--- src/rtl/counter_mod_updown_pkg.sv ---
// Shared constants and next-state helpers for the modulus up/down counter family.
// Helpers work on a fixed 32-bit word so one function serves every counter width.
package counter_mod_updown_pkg;

  localparam logic DIR_UP    = 1'b1;
  localparam logic DIR_DOWN  = 1'b0;
  localparam logic MODE_WRAP = 1'b0;
  localparam logic MODE_SAT  = 1'b1;

  localparam int CNT_W_MAX = 32;

  typedef logic [CNT_W_MAX-1:0] cnt_word_t;

  // True when the next step in the given direction would cross a bound.
  function automatic logic at_terminal(input cnt_word_t count,
                                       input logic      up_down,
                                       input cnt_word_t max_val);
    logic hit;
    if (up_down == DIR_UP) hit = (count == max_val);
    else                   hit = (count == '0);
    return hit;
  endfunction

  function automatic cnt_word_t next_count(input cnt_word_t count,
                                           input logic      up_down,
                                           input logic      sat_mode,
                                           input cnt_word_t max_val);
    cnt_word_t nxt;
    nxt = count;
    if (up_down == DIR_DOWN) begin
      if (count != '0)                nxt = count - 1'b1;
      else if (sat_mode == MODE_WRAP) nxt = max_val;
    end else begin
      // Explicit compare against max_val keeps sub-power-of-two moduli from rolling naturally.
      if (count != max_val)           nxt = count + 1'b1;
      else if (sat_mode == MODE_WRAP) nxt = '0;
    end
    return nxt;
  endfunction

  function automatic cnt_word_t clamp_load(input cnt_word_t data,
                                           input cnt_word_t max_val);
    return (data > max_val) ? max_val : data;
  endfunction

endpackage

--- src/rtl/counter_mod_updown_if.sv ---
// Control/status bundle of one counter_mod_updown instance.
interface counter_mod_updown_if #(
  parameter int N = 9
);
  logic         CE;
  logic         clear;
  logic         load;
  logic [N-1:0] Data_in;
  logic         up_down;
  logic         sat_mode;
  logic [N-1:0] compare_value;
  logic         ovf_clr;
  logic [N-1:0] count;
  logic         match;
  logic         carry_out;
  logic         wrap_pulse;
  logic         ovf;

  modport master (
    output CE, clear, load, Data_in, up_down, sat_mode, compare_value, ovf_clr,
    input  count, match, carry_out, wrap_pulse, ovf
  );

  modport slave (
    input  CE, clear, load, Data_in, up_down, sat_mode, compare_value, ovf_clr,
    output count, match, carry_out, wrap_pulse, ovf
  );

endinterface

--- src/rtl/counter_mod_updown.sv ---
// Loadable modulus counter with up/down, wrap/saturate, sync clear, compare match,
// cascade carry and a sticky overflow flag. Chain instances via carry_out -> CE.
module counter_mod_updown
  import counter_mod_updown_pkg::*;
#(
  parameter int N           = 9,
  parameter int MODULUS     = 2**N,
  parameter int RESET_VALUE = 0
) (
  input  logic                  clock,
  input  logic                  reset,
  counter_mod_updown_if.slave   bus
);

  if (N < 1 || N > 30) begin : g_bad_width
    $error("counter_mod_updown: N must be in 1..30");
  end
  if (MODULUS < 2 || MODULUS > 2**N) begin : g_bad_modulus
    $error("counter_mod_updown: MODULUS must be in 2..2**N");
  end
  if (RESET_VALUE < 0 || RESET_VALUE >= MODULUS) begin : g_bad_reset_value
    $error("counter_mod_updown: RESET_VALUE must be below MODULUS");
  end

  localparam cnt_word_t    MAX_W   = cnt_word_t'(MODULUS - 1);
  localparam logic [N-1:0] RST_VAL = N'(RESET_VALUE);

  logic [N-1:0] count_q;
  logic         wrap_q;
  logic         ovf_q;
  cnt_word_t    count_w;
  logic         term;

  assign count_w = cnt_word_t'(count_q);
  assign term    = at_terminal(count_w, bus.up_down, MAX_W);

  always_ff @(posedge clock or negedge reset) begin
    if (!reset) begin
      count_q <= RST_VAL;
      wrap_q  <= 1'b0;
      ovf_q   <= 1'b0;
    end else if (bus.clear) begin
      count_q <= RST_VAL;
      wrap_q  <= 1'b0;
      ovf_q   <= 1'b0;
    end else if (!bus.CE) begin
      wrap_q <= 1'b0;
      if (bus.ovf_clr) ovf_q <= 1'b0;
    end else if (bus.load) begin
      count_q <= N'(clamp_load(cnt_word_t'(bus.Data_in), MAX_W));
      wrap_q  <= 1'b0;
      if (bus.ovf_clr) ovf_q <= 1'b0;
    end else begin
      count_q <= N'(next_count(count_w, bus.up_down, bus.sat_mode, MAX_W));
      wrap_q  <= term;
      // A bound event in the same cycle as ovf_clr keeps the flag set.
      ovf_q   <= term | (ovf_q & ~bus.ovf_clr);
    end
  end

  assign bus.count      = count_q;
  assign bus.match      = (count_q == bus.compare_value);
  assign bus.carry_out  = bus.CE & term & ~bus.load & ~bus.clear;
  assign bus.wrap_pulse = wrap_q;
  assign bus.ovf        = ovf_q;

endmodule
--- src/flat_wrapper.sv ---
// flat-port wrapper written by rule: the top's interface ports become plain ports
module counter_mod_updown_flat import counter_mod_updown_pkg::*;
#(
  parameter int N           = 9,
  parameter int MODULUS     = 2**N,
  parameter int RESET_VALUE = 0
)
  (clock, reset, bus_CE, bus_clear, bus_load, bus_Data_in, bus_up_down, bus_sat_mode, bus_compare_value, bus_ovf_clr, bus_count, bus_match, bus_carry_out, bus_wrap_pulse, bus_ovf);
  counter_mod_updown_if #(.N(N)) bus_i ();
  input  logic clock;
  input  logic reset;
  input wire logic [$bits(bus_i.CE)-1:0] bus_CE;
  input wire logic [$bits(bus_i.clear)-1:0] bus_clear;
  input wire logic [$bits(bus_i.load)-1:0] bus_load;
  input wire logic [$bits(bus_i.Data_in)-1:0] bus_Data_in;
  input wire logic [$bits(bus_i.up_down)-1:0] bus_up_down;
  input wire logic [$bits(bus_i.sat_mode)-1:0] bus_sat_mode;
  input wire logic [$bits(bus_i.compare_value)-1:0] bus_compare_value;
  input wire logic [$bits(bus_i.ovf_clr)-1:0] bus_ovf_clr;
  output wire logic [$bits(bus_i.count)-1:0] bus_count;
  output wire logic [$bits(bus_i.match)-1:0] bus_match;
  output wire logic [$bits(bus_i.carry_out)-1:0] bus_carry_out;
  output wire logic [$bits(bus_i.wrap_pulse)-1:0] bus_wrap_pulse;
  output wire logic [$bits(bus_i.ovf)-1:0] bus_ovf;
  assign bus_i.CE = bus_CE;
  assign bus_i.clear = bus_clear;
  assign bus_i.load = bus_load;
  assign bus_i.Data_in = bus_Data_in;
  assign bus_i.up_down = bus_up_down;
  assign bus_i.sat_mode = bus_sat_mode;
  assign bus_i.compare_value = bus_compare_value;
  assign bus_i.ovf_clr = bus_ovf_clr;
  assign bus_count = bus_i.count;
  assign bus_match = bus_i.match;
  assign bus_carry_out = bus_i.carry_out;
  assign bus_wrap_pulse = bus_i.wrap_pulse;
  assign bus_ovf = bus_i.ovf;
  counter_mod_updown #(.N(N), .MODULUS(MODULUS), .RESET_VALUE(RESET_VALUE)) u_core (.clock(clock), .reset(reset), .bus(bus_i));
endmodule
--- config.mk ---
export PLATFORM = sky130hd
export DESIGN_NAME = counter_mod_updown_flat
export DESIGN_NICKNAME = d
export VERILOG_FILES = /design/src/rtl/counter_mod_updown_pkg.sv /design/src/rtl/counter_mod_updown_if.sv /design/src/rtl/counter_mod_updown.sv /design/src/flat_wrapper.sv
export SDC_FILE = /design/constraint.sdc
export NUM_CORES = 1
export LEC_CHECK = 0
export ABC_AREA = 1
export BUFFER_PORTS_ARGS = -buffer_cell sky130_fd_sc_hd__buf_4
export CAP_MARGIN = 25
export CORE_MARGIN = 1
export CORE_UTILIZATION = 51
export DETAILED_ROUTE_END_ITERATION = 10
export GPL_TIMING_DRIVEN = 0
export PLACE_DENSITY = 0.8
export SKIP_CTS_REPAIR_TIMING = 1
export SYNTH_ARGS = -nofsm -noshare
export SYNTH_HDL_FRONTEND = slang
export SYNTH_SLANG_ARGS = --single-unit
--- constraint.sdc ---
create_clock -name clock -period 2.12 [get_ports clock]
set_input_delay 0.212 -clock clock [delete_from_list [all_inputs] [get_ports clock]]
set_output_delay 0.212 -clock clock [all_outputs]
set_load 0.1 [all_outputs]
==> impl_results.md <==
* Status: finished with violations
* Failing checks: setup timing
* R2r startpoint: u_core.bus.count[0]$_DFFE_PN0P_
* Crit Path Class: reg2out
* Tmin final at approximately 2300 ps
* Reg2reg path depth at 14
* Number of DRC markers in iteration 0 at 85
* Setup violators final at 1
* Clk slew on worst S/H paths at 100 ps
* Cts bufs inserted at 3
* Initial antenna violation count at 0
* WP data required at 1910 ps
* Layout cell share with drive strength beyond 1 at 0.417
* DRT antenna net count at 0
* WP data arrival at 2110 ps
* Total Power at slightly above 900 uW
* Vert. Die Dim at about 51 um
* Worst skew pair latency at around 290 ps
* Number of remaining DRC errors at 0
* Bufs on Longest Clock Path at 2
* Mean Syn Cell Area at about 6.3 um2
* RSZ-0062 raised after global routing: true
* Gr usage total at 0.288
* Htree depth at 1
* GRT overflow at 0
* Flops & latches, synth at 11
* Final setup margin at -198 ps
* Final WL at 3800 um
* Power Density at roughly 510 nW/um2
* Largest net degree at the start of global routing at 12
* Die width at slightly above 50 um
* TritonCTS clock tree: built
* First-pass GRT wire length at about 5600 um
* Sequential area share after synthesis at 0.221
* Hold WS at around 120 ps
* R2R Setup Slk at around 40 ps
* Worst slew margin at 0.741
* Syn Nets at 228
* Max Freq at 0.431 GHz
* Slew Limit Fails at 0
* Critical path's top delay family: simple AND/OR/NAND/NOR gates
* GPL Wtd Cong at ~0.91
* Worst vdd ir at approximately 0.35 mV
* DRT Pass-1 Iters at 5
* Clk_skew at ~18 ps
* Area delta synth->final at 45.6%
* Mapped Area at ~1200 um2
* Type of origin of the critical path: flop
* Boundary Pins at 39
* CP Cell Sequence: ha_4 > nand3_4 > nor2_4 > nand2_2 > nor3_4 > ha_4 > nor2_4 > nor2_2 > nand3_2 > clkinvlp_4 > buf_12
* Row count at 17
* Post-synthesis cell count at around 200
* WHS Path Cells at 2
* Clock tree sinks at 11
* Ant diodes at 0
* Die area at 2650 um2
* Hold Vio Cnt, Final at 0
* Yosys cell types at 29
* Critical Path Slowest Stage Cell: dfrtp_4
* PortBufs at 37
* Yosys warnings at 0
* Hold Startpoint: bus_ovf_clr
* Core ar. at 2250 um2
* Root buf cell: clkbuf_4
* Detail Placement HPWL at ~2600 um
* Vias per cell at 5.55
* Max Cap Viol at 0
* Worst path bufs/invs at 2
* Initial Util at 0.553
* Slowest stage delay, CP at about 460 ps
* Critical-path maximum fanout at 4
* Total number of vias at 1526
* Least-Margin Pin Slew at ~380 ps
* Setup TNS at -198 ps
* RR Endpoint: u_core.bus.count[2]$_DFFE_PN0P_
* Number of global-route vias before repair at around 1300
* Tcrit/Tclk final at 1.09
* Worst min-delay path class: in2reg
* Pleak at 0.922 nW
* Routed len/inst at around 14 um
* Hold EP: u_core.bus.ovf$_DFF_PN0_
* Nets@finish at roughly 280
* Setup crit end kind: output pin
[layer usage]
metal  GRT usage  part of all wire
met2       0.481              0.48
met5           0                 0
met4      0.0991             0.020
met1       0.358              0.42
met3      0.0714             0.077
[power by group]
| part | internal (mW) | total (mW) | switching (mW) | leakage (nW) |
|---|---|---|---|---|
| Combinational | 0.171 | 0.507 | 0.336 | 0.775 |
| Sequential | 0.232 | 0.250 | 0.0181 | 0.133 |
| Clock | 0.0730 | 0.162 | 0.0892 | 0.0150 |
| Total | 0.476 | 0.920 | 0.443 | 0.922 |
[cell usage after synthesis]
| cell | n | share of area |
|---|---|---|
| clkinv_1 | 1 | 0.0030 |
| o21ai_1 | 2 | 0.0080 |
| buf_4 | 1 | 0.0060 |
| ha_1 | 3 | 0.030 |
| nor2_2 | 7 | 0.035 |
| nor3_2 | 1 | 0.0080 |
| clkinv_2 | 1 | 0.0040 |
| or2_2 | 2 | 0.010 |
| a21oi_1 | 1 | 0.0040 |
| inv_4 | 1 | 0.0050 |
| nand2_4 | 2 | 0.018 |
| nor2_1 | 20 | 0.060 |
| buf_6 | 4 | 0.036 |
| inv_1 | 15 | 0.045 |
| dfrtp_1 | 11 | 0.22 |
| nor3_1 | 1 | 0.0040 |
| inv_2 | 6 | 0.018 |
| xor2_1 | 5 | 0.035 |
| xnor2_1 | 4 | 0.028 |
| nor4_1 | 1 | 0.0050 |
| nand3_1 | 17 | 0.068 |
| nand2_1 | 60 | 0.18 |
| o22ai_1 | 3 | 0.015 |
| buf_2 | 3 | 0.012 |
| nand4_1 | 6 | 0.030 |
| nand3_4 | 2 | 0.028 |
| o21ai_0 | 16 | 0.064 |
| nand2_2 | 2 | 0.010 |
| mux2i_1 | 1 | 0.0080 |
[registers in the layout (all words and copies together) (netlist names)]
name and cells:
u_core.bus.wrap_pulse 1, u_core.bus.ovf 1, u_core.bus.count 9
[worst register-to-register path: stages (launching register included)]
cell	delay, ps
dfrtp_4	520
ha_4	190
nand3_4	80
nor2_4	50
nand2_2	90
nor3_4	50
ha_4	180
buf_4	140
inv_2	90
nand2_1	80
o21ai_1	150
o21ai_0	130
nand2_1	70
o21ai_0	70
o22ai_1	120
[worst max-delay path by stage]
stage / from / to / slack, ps / depth (start not counted)
after floorplan: u_core.bus.count[0]$_DFFE_PN0P_ / bus_match / -220 / 4
final: u_core.bus.count[0]$_DFFE_PN0P_ / bus_carry_out / -200 / 11
after global routing: u_core.bus.count[0]$_DFFE_PN0P_ / bus_carry_out / -270 / 11
after CTS: u_core.bus.count[1]$_DFFE_PN0P_ / bus_carry_out / -490 / 11
after global placement: u_core.bus.count[1]$_DFFE_PN0P_ / bus_carry_out / -130 / 11
after detailed placement: u_core.bus.count[1]$_DFFE_PN0P_ / bus_carry_out / -170 / 11
[per-stage QoR]
| step | worst slack [ps] | instances | utilization | cell area (um2) |
|---|---|---|---|---|
| 4_1_cts | -491 | 268 | 0.752 | 1700 |
| 3_3_place_gp | -128 | 264 | 0.740 | 1670 |
| 5_1_grt | -271 | 275 | 0.806 | 1820 |
| 3_5_place_dp | -167 | 264 | 0.740 | 1670 |
| 6_report | -198 | 275 | 0.806 | 1820 |
| 2_1_floorplan | -219 | 199 | - | 1360 |
[cell type report]
cell class                 count  area [um2]
multi-input combinational    156         933
fill                         152         438
timing repair buffer          44         349
sequential                    11         304
inverter                      24        97.6
buffer                         8        71.3
tap                           28        35.0
clock buffer                   4        26.3
[placed cells by master (no fill, tap or decap), drive strengths merged]
| cell | n |
|---|---|
| a21oi | 1 |
| xor2 | 5 |
| nor3 | 2 |
| ha | 3 |
| buf | 51 |
| clkinv | 2 |
| clkbuf | 4 |
| or2 | 2 |
| nand3 | 19 |
| dfrtp | 11 |
| o21ai | 18 |
| clkinvlp | 1 |
| o22ai | 3 |
| nand2 | 64 |
| nor2 | 27 |
| mux2i | 1 |
| nor4 | 1 |
| xnor2 | 4 |
| nand4 | 6 |
| inv | 21 |
| dlygate4sd3 | 1 |
[logic make-up (layout without fill, tap and decap cells)]
kind of cell	count (synthesis)	after routing	synth area share
and+or+nand+nor	121	121	0.457
buffers and inverters	32	80	0.129
AOI/OAI and AO/OA	22	22	0.0913
DFF	11	11	0.221
xor gates and xnor gates	9	9	0.0632
adders and majority gates	3	3	0.0301
muxes	1	1	0.00802
(Power assumes the default switching activity.)
